[src/rtl/hamming_pkg.sv]
// Shared sizing helpers and FSM state types
// for the serial Hamming encoder.
package hamming_pkg;

  typedef logic in_state_t;
  typedef logic out_state_t;

  localparam in_state_t  ST_COLLECT = 1'b0;
  localparam in_state_t  ST_FULL    = 1'b1;
  localparam out_state_t ST_IDLE    = 1'b0;
  localparam out_state_t ST_SEND    = 1'b1;

  function automatic int calc_k(input int r);
    return (1 << r) - 1 - r;
  endfunction

  function automatic int calc_n(input int r, input int ext);
    return (1 << r) - 1 + ext;
  endfunction

  function automatic bit is_pow2(input int p);
    return (p > 0) && ((p & (p - 1)) == 0);
  endfunction

  // Data bit index carried at code position p (p not a power of two).
  function automatic int data_index(input int p);
    int cnt;
    cnt = 0;
    for (int q = 1; q < p; q++)
      if (!is_pow2(q)) cnt++;
    return cnt;
  endfunction

  function automatic logic [63:0] par_mask(input int i);
    logic [63:0] m;
    m = '0;
    for (int p = 1; p < 64; p++)
      if (((p >> i) & 1) != 0) m = m | (64'd1 << (p - 1));
    return m;
  endfunction

endpackage

[src/rtl/hamming_encode_comb.sv]
// Combinational Hamming encoder; code[0] is
// code position 1.
module hamming_encode_comb
  import hamming_pkg::*;
#(
  parameter int R        = 4,
  parameter int EXTENDED = 0,
  localparam int K = calc_k(R),
  localparam int N = calc_n(R, EXTENDED)
) (
  input  logic [K-1:0] data,
  output logic [N-1:0] code
);

  localparam int M = (1 << R) - 1;

  logic [M-1:0] raw;
  logic [M-1:0] ham;
  logic [R-1:0] par;

  for (genvar p = 1; p <= M; p++) begin : g_pos
    if (is_pow2(p)) begin : g_par
      assign raw[p-1] = 1'b0;
      assign ham[p-1] = par[$clog2(p)];
    end else begin : g_dat
      assign raw[p-1] = data[data_index(p)];
      assign ham[p-1] = raw[p-1];
    end
  end

  for (genvar i = 0; i < R; i++) begin : g_chk
    localparam logic [63:0] MASK = par_mask(i);
    assign par[i] = ^(raw & MASK[M-1:0]);
  end

  if (EXTENDED != 0) begin : g_ext
    assign code = {^ham, ham};
  end else begin : g_std
    assign code = ham;
  end

endmodule

[src/rtl/hamming_serial_encoder.sv]
// Serial-in / serial-out Hamming encoder with
// valid/ready on both sides and zero-bubble reload.
module hamming_serial_encoder
  import hamming_pkg::*;
#(
  parameter int R        = 4,
  parameter int EXTENDED = 0
) (
  input  logic clk,
  input  logic reset,
  input  logic in_valid,
  input  logic in_bit,
  output logic in_ready,
  output logic out_valid,
  output logic out_bit,
  input  logic out_ready,
  output logic out_first,
  output logic out_last
);

  localparam int K  = calc_k(R);
  localparam int N  = calc_n(R, EXTENDED);
  localparam int CW = $clog2(K);
  localparam int IW = $clog2(N);

  localparam logic [CW-1:0] CNT_LAST = CW'(K - 1);
  localparam logic [IW-1:0] IDX_LAST = IW'(N - 1);

  in_state_t     in_state;
  out_state_t    out_state;
  logic [CW-1:0] cnt;
  logic [IW-1:0] idx;
  logic [K-1:0]  dat;
  logic [K-1:0]  word;
  logic [N-1:0]  code;
  logic [N-1:0]  sreg;
  logic          alive;
  logic          in_acc;
  logic          out_acc;
  logic          in_done;
  logic          out_free;
  logic          load;

  assign in_ready  = alive & (in_state == ST_COLLECT);
  assign in_acc    = in_valid & in_ready;
  assign out_valid = (out_state == ST_SEND);
  assign out_acc   = out_valid & out_ready;

  // A block is complete either already held or on its K-th bit now.
  assign in_done  = (in_state == ST_FULL)
                  | (in_acc & (cnt == CNT_LAST));
  assign out_free = ~out_valid
                  | (out_acc & (idx == IDX_LAST));
  assign load     = in_done & out_free;

  always_comb begin
    word = dat;
    if (in_acc) word[cnt] = in_bit;
  end

  hamming_encode_comb #(
    .R        (R),
    .EXTENDED (EXTENDED)
  ) u_enc (
    .data (word),
    .code (code)
  );

  always_ff @(posedge clk or negedge reset) begin
    if (!reset) alive <= 1'b0;
    else        alive <= 1'b1;
  end

  always_ff @(posedge clk or negedge reset) begin
    if (!reset) begin
      in_state <= ST_COLLECT;
      cnt      <= '0;
      dat      <= '0;
    end else begin
      if (in_acc) dat[cnt] <= in_bit;
      if (load) begin
        in_state <= ST_COLLECT;
        cnt      <= '0;
      end else if (in_acc) begin
        if (cnt == CNT_LAST) in_state <= ST_FULL;
        else                 cnt      <= cnt + 1'b1;
      end
    end
  end

  always_ff @(posedge clk or negedge reset) begin
    if (!reset) begin
      out_state <= ST_IDLE;
      idx       <= '0;
      sreg      <= '0;
    end else if (load) begin
      out_state <= ST_SEND;
      idx       <= '0;
      sreg      <= code;
    end else if (out_acc) begin
      if (idx == IDX_LAST) begin
        out_state <= ST_IDLE;
      end else begin
        idx  <= idx + 1'b1;
        sreg <= sreg >> 1;
      end
    end
  end

  assign out_bit   = out_valid & sreg[0];
  assign out_first = out_valid & (idx == '0);
  assign out_last  = out_valid & (idx == IDX_LAST);

endmodule

[config.mk]
export PLATFORM = sky130hd
export DESIGN_NAME = hamming_serial_encoder
export DESIGN_NICKNAME = d
export VERILOG_FILES = /design/src/rtl/hamming_pkg.sv /design/src/rtl/hamming_encode_comb.sv /design/src/rtl/hamming_serial_encoder.sv
export SDC_FILE = /design/constraint.sdc
export NUM_CORES = 1
export LEC_CHECK = 0
export ABC_AREA = 1
export CORE_UTILIZATION = 66
export DETAILED_ROUTE_END_ITERATION = 12
export GPL_TIMING_DRIVEN = 0
export PLACE_DENSITY_LB_ADDON = 0.15
export SYNTH_ARGS = -nofsm -noshare
export SYNTH_HDL_FRONTEND = slang
export SYNTH_SLANG_ARGS = --single-unit
export TNS_END_PERCENT = 10
[constraint.sdc]
create_clock -name clk -period 3.88 [get_ports clk]
set_clock_uncertainty 0.05 [all_clocks]
set_input_delay 1.164 -clock clk [delete_from_list [all_inputs] [get_ports clk]]
set_output_delay 1.164 -clock clk [all_outputs]
set_load 0.01 [all_outputs]
==> flow_metrics.tcl <==
set metrics [dict create \
    status "complete, no violations" \
    switching_share_pct 48.4 \
    synth_flop_cell "dfrtp_1" \
    fin_setup_tns_ps 0 \
    grt_antenna_before_repair 0 \
    finalSetupViolCount 0 \
    wl_met1_um 2810 \
    ff2ff_path_depth 12 \
    netlist_instances 382 \
    clock-sinks 37 \
    synth_cell_type_count 33 \
    ant_nets 0 \
    switchingPower_mw 1.02 \
    worstMarginPinSlew_ps 835 \
    antenna_cells 0 \
    syn_area_um2 2660 \
    clk_latency_ps 290 \
    ctsHoldBuffers 0 \
    hold_violations 0 \
    final_util_pct 76.6 \
    maxSlewHeadroom_pct 44.3 \
    syn-mean-instance-area_um2 6.96 \
    ys_ff_latch 37 \
    start_kind "flip-flop" \
    combPwrFrac_pct 57.6 \
    vias 2501 \
    gp_congestion 0.867 \
    worstSetupEndpointType "output port" \
    top_layer "met4" \
    cts_setup_buffers 0 \
    wl_met3_um 350 \
    syn-num-nets 394 \
    critPathRequiredTime_ps 2670 \
    rsz0062_at_grt "false" \
    crit_fanout 4 \
    viasPerCell 5.61 \
    hold_path.class "reg -> reg" \
    cts_max_level 2 \
    layout_common_cells "nand2_1, dfrtp_1, nand3_1" \
    io_pins 10 \
    dieWidth_um 65.5 \
    fmax_mhz 340 \
    hold_depth 2 \
    ir_worst_vdd_mv 0.495 \
    first_pass_iters 5 \
    cts_tree "built" \
    dpl-instance-area_um2 2800 \
    drive_above_1_share_pct 13.3 \
    hpwl_um 4580 \
    grt_max_degree 38 \
    arrival_ps 1730 \
    start_util_pct 70.5 \
    fin_area_um2 2890 \
    grt_pass1_wl_um 10500 \
    path_clk_slew_ps 70 \
    nFillCells 287 \
    wl_met2_um 2920 \
    regArea_um2 926 \
    p_leak_nw 1.52 \
    drt_wl_total_um 6200 \
    finalMaxSlewViolations 0 \
    layout_commonest_cell "nand2_1" \
    grt_overflow 0 \
    multiInputGateArea_um2 1490 \
    powerDensity_nw_per_um2 732 \
    grt_use_total_pct 32.4 \
    seqPwrFrac_pct 29.5 \
    ys_seq_area_share_pct 34.8 \
    path_class "reg -> out" \
    cts_buffers 5 \
    io_buffer_count 9 \
    wl_per_cell_um 13.9 \
    first_iter_violations 250 \
    async_reset_ff_share_pct 100 \
    p_int_mw 1.09 \
    clkPwrFrac_pct 12.9 \
    synth_edf_count 0 \
    drcViolationCount 0 \
    core_area_um2 3770 \
    yosysWarnings 0 \
    layout.nets 410 \
    die_y_um 65.5 \
    die-area_um2 4290 \
    fin_crit_ps 2940 \
    grt_pass1_vias 2359 \
    area_growth_pct 8.71 \
    cts_resized 0 \
    cap_violations 0 \
    num_rows 22 \
    root_buffer "clkbuf_8" \
    post-route-period-util_pct 75.8 \
    clk_path_buf_depth 2 \
]
critical path: stages, from the launching register on:
cell	delay, ps
dfrtp_1	390
inv_1	120
ha_1	160
nand3_1	120
nor2_1	110
clkdlybuf4s50_1	540
routing by layer:
layer	vias up	GRT usage, %
li1	1246	-
met1	1169	42.5
met2	74	53.4
met3	12	6.94
met4	0	9.78
met5	-	0
Yosys cell counts, types with 2 or more instances:
library cell / count / area share (%)
o21bai_1: 3 / 0.85
nor3_1: 2 / 0.38
buf_4: 2 / 0.56
a21oi_4: 3 / 1.8
nand4_1: 4 / 0.94
dfrtp_1: 37 / 35
nand2_1: 159 / 22
a21boi_2: 2 / 0.85
nor2_8: 2 / 1.5
buf_6: 6 / 2.5
nand2_2: 10 / 2.4
o22ai_1: 2 / 0.47
a21oi_1: 12 / 2.3
nand3_4: 2 / 1.3
inv_1: 31 / 4.4
inv_4: 2 / 0.47
o21ai_1: 6 / 1.1
nor2_1: 17 / 2.4
o21ai_0: 18 / 3.4
nand3_2: 2 / 0.75
nand3_1: 34 / 6.4
nor2_4: 2 / 0.85
ha_1: 7 / 3.3
inv_2: 7 / 0.99
buf_2: 2 / 0.38
final cells by class:
class | count | area share (%)
Inverter | 40 | 5.37
Multi-Input combinational cell | 295 | 51.4
Clock buffer | 7 | 2.99
Tap cell | 48 | 2.08
Timing Repair Buffer | 9 | 2.94
Sequential cell | 37 | 32.0
Buffer | 10 | 3.20
registers in the layout, indices dropped and copies added, names as in the netlist:
name       flops
out_valid      1
in_state       1
alive          1
sreg          15
cnt            4
idx            4
dat           11
cell families after synthesis:
| logic type | after synthesis | share of synthesized area (%) |
|---|---|---|
| AND/OR/NAND/NOR | 237 | 40.4 |
| adder cells (fa/ha/maj) | 7 | 3.29 |
| other | 1 | 0.141 |
| AO/OA/AOI/OAI | 49 | 11.7 |
| flip-flops | 37 | 34.8 |
| XOR/XNOR | 1 | 0.329 |
| buffers and inverters | 50 | 9.32 |
power by group through the flow:
stage               logic [mW]  clock network [mW]  registers [mW]
detailed placement        1.20                   0           0.627
floorplan                0.953                   0           0.606
global placement          1.16                   0           0.620
finish                    1.22               0.273           0.623
global route              1.38               0.294           0.639
CTS                       1.21               0.275           0.621
through the flow:
stage	power [mW]	hold WS (ps)	worst slack, ps	std cells
floorplan	1.56	394	1590	382
global placement	1.78	408	704	439
detailed placement	1.83	410	728	439
CTS	2.11	428	929	446
global route	2.31	451	818	446
finish	2.11	433	941	446
worst paths after layout:
path | from | slack [ps] | to
max | idx[0] | 940 | out_last
min | sreg[3] | 430 | sreg[3]
max reg2reg | cnt[0] | 1630 | sreg[0]
min reg2reg | sreg[3] | 430 | sreg[3]
max in group asynchronous | reset | 2320 | dat[8]
min in group asynchronous | reset | 920 | dat[1]
Note: power is estimated with default switching activity, not from simulation.
==> patch, RTL diff (same settings) <==
`R` is set to 4 in 2 places; all go to 3.
--- a/src/rtl/hamming_encode_comb.sv
+++ b/src/rtl/hamming_encode_comb.sv
@@ -3,7 +3,7 @@
 module hamming_encode_comb
   import hamming_pkg::*;
 #(
-  parameter int R        = 4,
+  parameter int R        = 3,
   parameter int EXTENDED = 0,
   localparam int K = calc_k(R),
   localparam int N = calc_n(R, EXTENDED)
--- a/src/rtl/hamming_serial_encoder.sv
+++ b/src/rtl/hamming_serial_encoder.sv
@@ -3,7 +3,7 @@
 module hamming_serial_encoder
   import hamming_pkg::*;
 #(
-  parameter int R        = 4,
+  parameter int R        = 3,
   parameter int EXTENDED = 0
 ) (
   input  logic clk,
Behaviour: not the same (a bounded check fails within 10 cycles, from zero or initial values and one cycle with reset low).
==> patch against the original RTL <==
  * Power decreased by 57%
  * Maximum frequency increased by 0.53%
  * Die area decreased by 55%
  * Synthesized area decreased by 56%
  * Worst setup slack improved by 0.016 ns
  * Sequential cell count decreased by 18
  * Largest cell class unchanged
  * Via count decreased by 59%
  * Critical endpoint unchanged
  * Cell area decreased by 55%
  * Routed wire length decreased by 62%
==> patch: results (changes against the original RTL) <==
status=finished, final reports clean (unchanged); post-synthesis sequential area ratio=0.408 (was 0.348); crit path capture=out_last (unchanged); Detailed Place HPWL=1.76 mm (was 4.58 mm); Slew HR=0.428 (was 0.443); gpl congestion=0.894 (was 0.867); DRT Pass-1 Iters=6 (was 5); Routed met3 length=146 um (was 350 um); number of global-route vias before repair=956 (was 2359); final net count=187 (was 410); Worst Setup Slack, final=0.956 ns (was 0.941 ns); layout cells sized above 1=0.0920 (was 0.133); Net Count, Synth=173 (was 394); Synth Area per Inst=7.24 sq um (was 6.96 sq um); Crit. End Element=primary output (unchanged); DP Area=0.00128 sq mm (was 0.00280 sq mm); Met2 Wirelength=1.15 mm (was 2.92 mm); fillcell total=105 (was 287); flip-flop and latch area=475 sq um (was 926 sq um); DR top layer=met4 (unchanged); first-iteration detailed-routing DRC count=43 (was 250); Worst-path clk slew=0.10 ns (was 0.07 ns); r2r endpoint=sreg[1]$_DFFE_PN0P_ (was sreg[0]$_DFFE_PN0P_); H-Tree Depth=1 (was 2); r2r setup slk=2.10 ns (was 1.63 ns); largest net degree at the start of global routing=20 (was 38); min-delay src=sreg[5]$_DFFE_PN0P_ (was sreg[3]$_DFFE_PN0P_); antenna violations before repair=0 (unchanged); DR WL/cell=12.5 um (was 13.9 um); WHS Path Cells=2 (unchanged); Arr. time, crit path=1.71 ns (was 1.73 ns); first-pass GRT wire length=3.97 mm (was 10.5 mm); Reg2Reg Depth=8 (was 12); Routed met1 length=1.03 mm (was 2.81 mm); vias per cell=5.46 (was 5.61); GR Layer Usage met1=0.374 (was 0.425); leakage=0.722 nW (was 1.52 nW); Num CTS Buffers=3 (was 5); Setup Buffers After CTS=0 (unchanged); met3 Usage GRT=0.0612 (was 0.0694); Synth area leaders=dfrtp_1 41%, nand2_1 19%, inv_1 8.0% (was dfrtp_1 35%, nand2_1 22%, nand3_1 6.4%); via count=1037 (was 2501); Largest regs=sreg: 7 flops, dat: 4 flops, idx: 3 flops (was sreg: 15 flops, dat: 11 flops); dpl ws=1.10 ns (was 0.728 ns); hold path endpoint=sreg[5]$_DFFE_PN0P_ (was sreg[3]$_DFFE_PN0P_); top cells by count, synth=58 x nand2_1, 25 x inv_1, 19 x dfrtp_1, 9 x nor2_1, 8 x o21ai_0 (was 159 x nand2_1, 37 x dfrtp_1, 34 x nand3_1, 31 x inv_1, 18 x o21ai_0); met2 Track Usage GR=0.444 (was 0.534); total track usage=0.284 (was 0.324); Root Buffer=clkbuf_4 (was clkbuf_8); WHS=0.451 ns (was 0.433 ns); Peak VDD IR=0.000486 V (was 0.000495 V)
==> patch: area by class of cell <==
| class | count | area share |
|---|---|---|
| inverter | 30 | 0.0903 |
| multi-input combinational | 112 | 0.440 |
| sequential | 19 | 0.365 |
| tap | 16 | 0.0154 |
| timing repair buffer | 9 | 0.0692 |
| clock buffer | 4 | 0.0202 |
==> patch: report_power, final <==
part           leakage (nW)  total (mW)  switching, mW  internal [mW]
clock                0.0150       0.101         0.0611         0.0401
combinational         0.472       0.483          0.298          0.185
sequential            0.236       0.335         0.0596          0.275
total                 0.722       0.919          0.419          0.500
==> patch: kinds of logic after synthesis <==
kind of cell / after synthesis / share of synthesized area
AND/OR/NAND/NOR: 84 / 0.307
buffers and inverters: 30 / 0.101
flip-flops: 19 / 0.408
AO/OA/AOI/OAI: 18 / 0.0912
adder cells (fa/ha/maj): 7 / 0.0751
XOR/XNOR: 2 / 0.0150
other: 1 / 0.00322
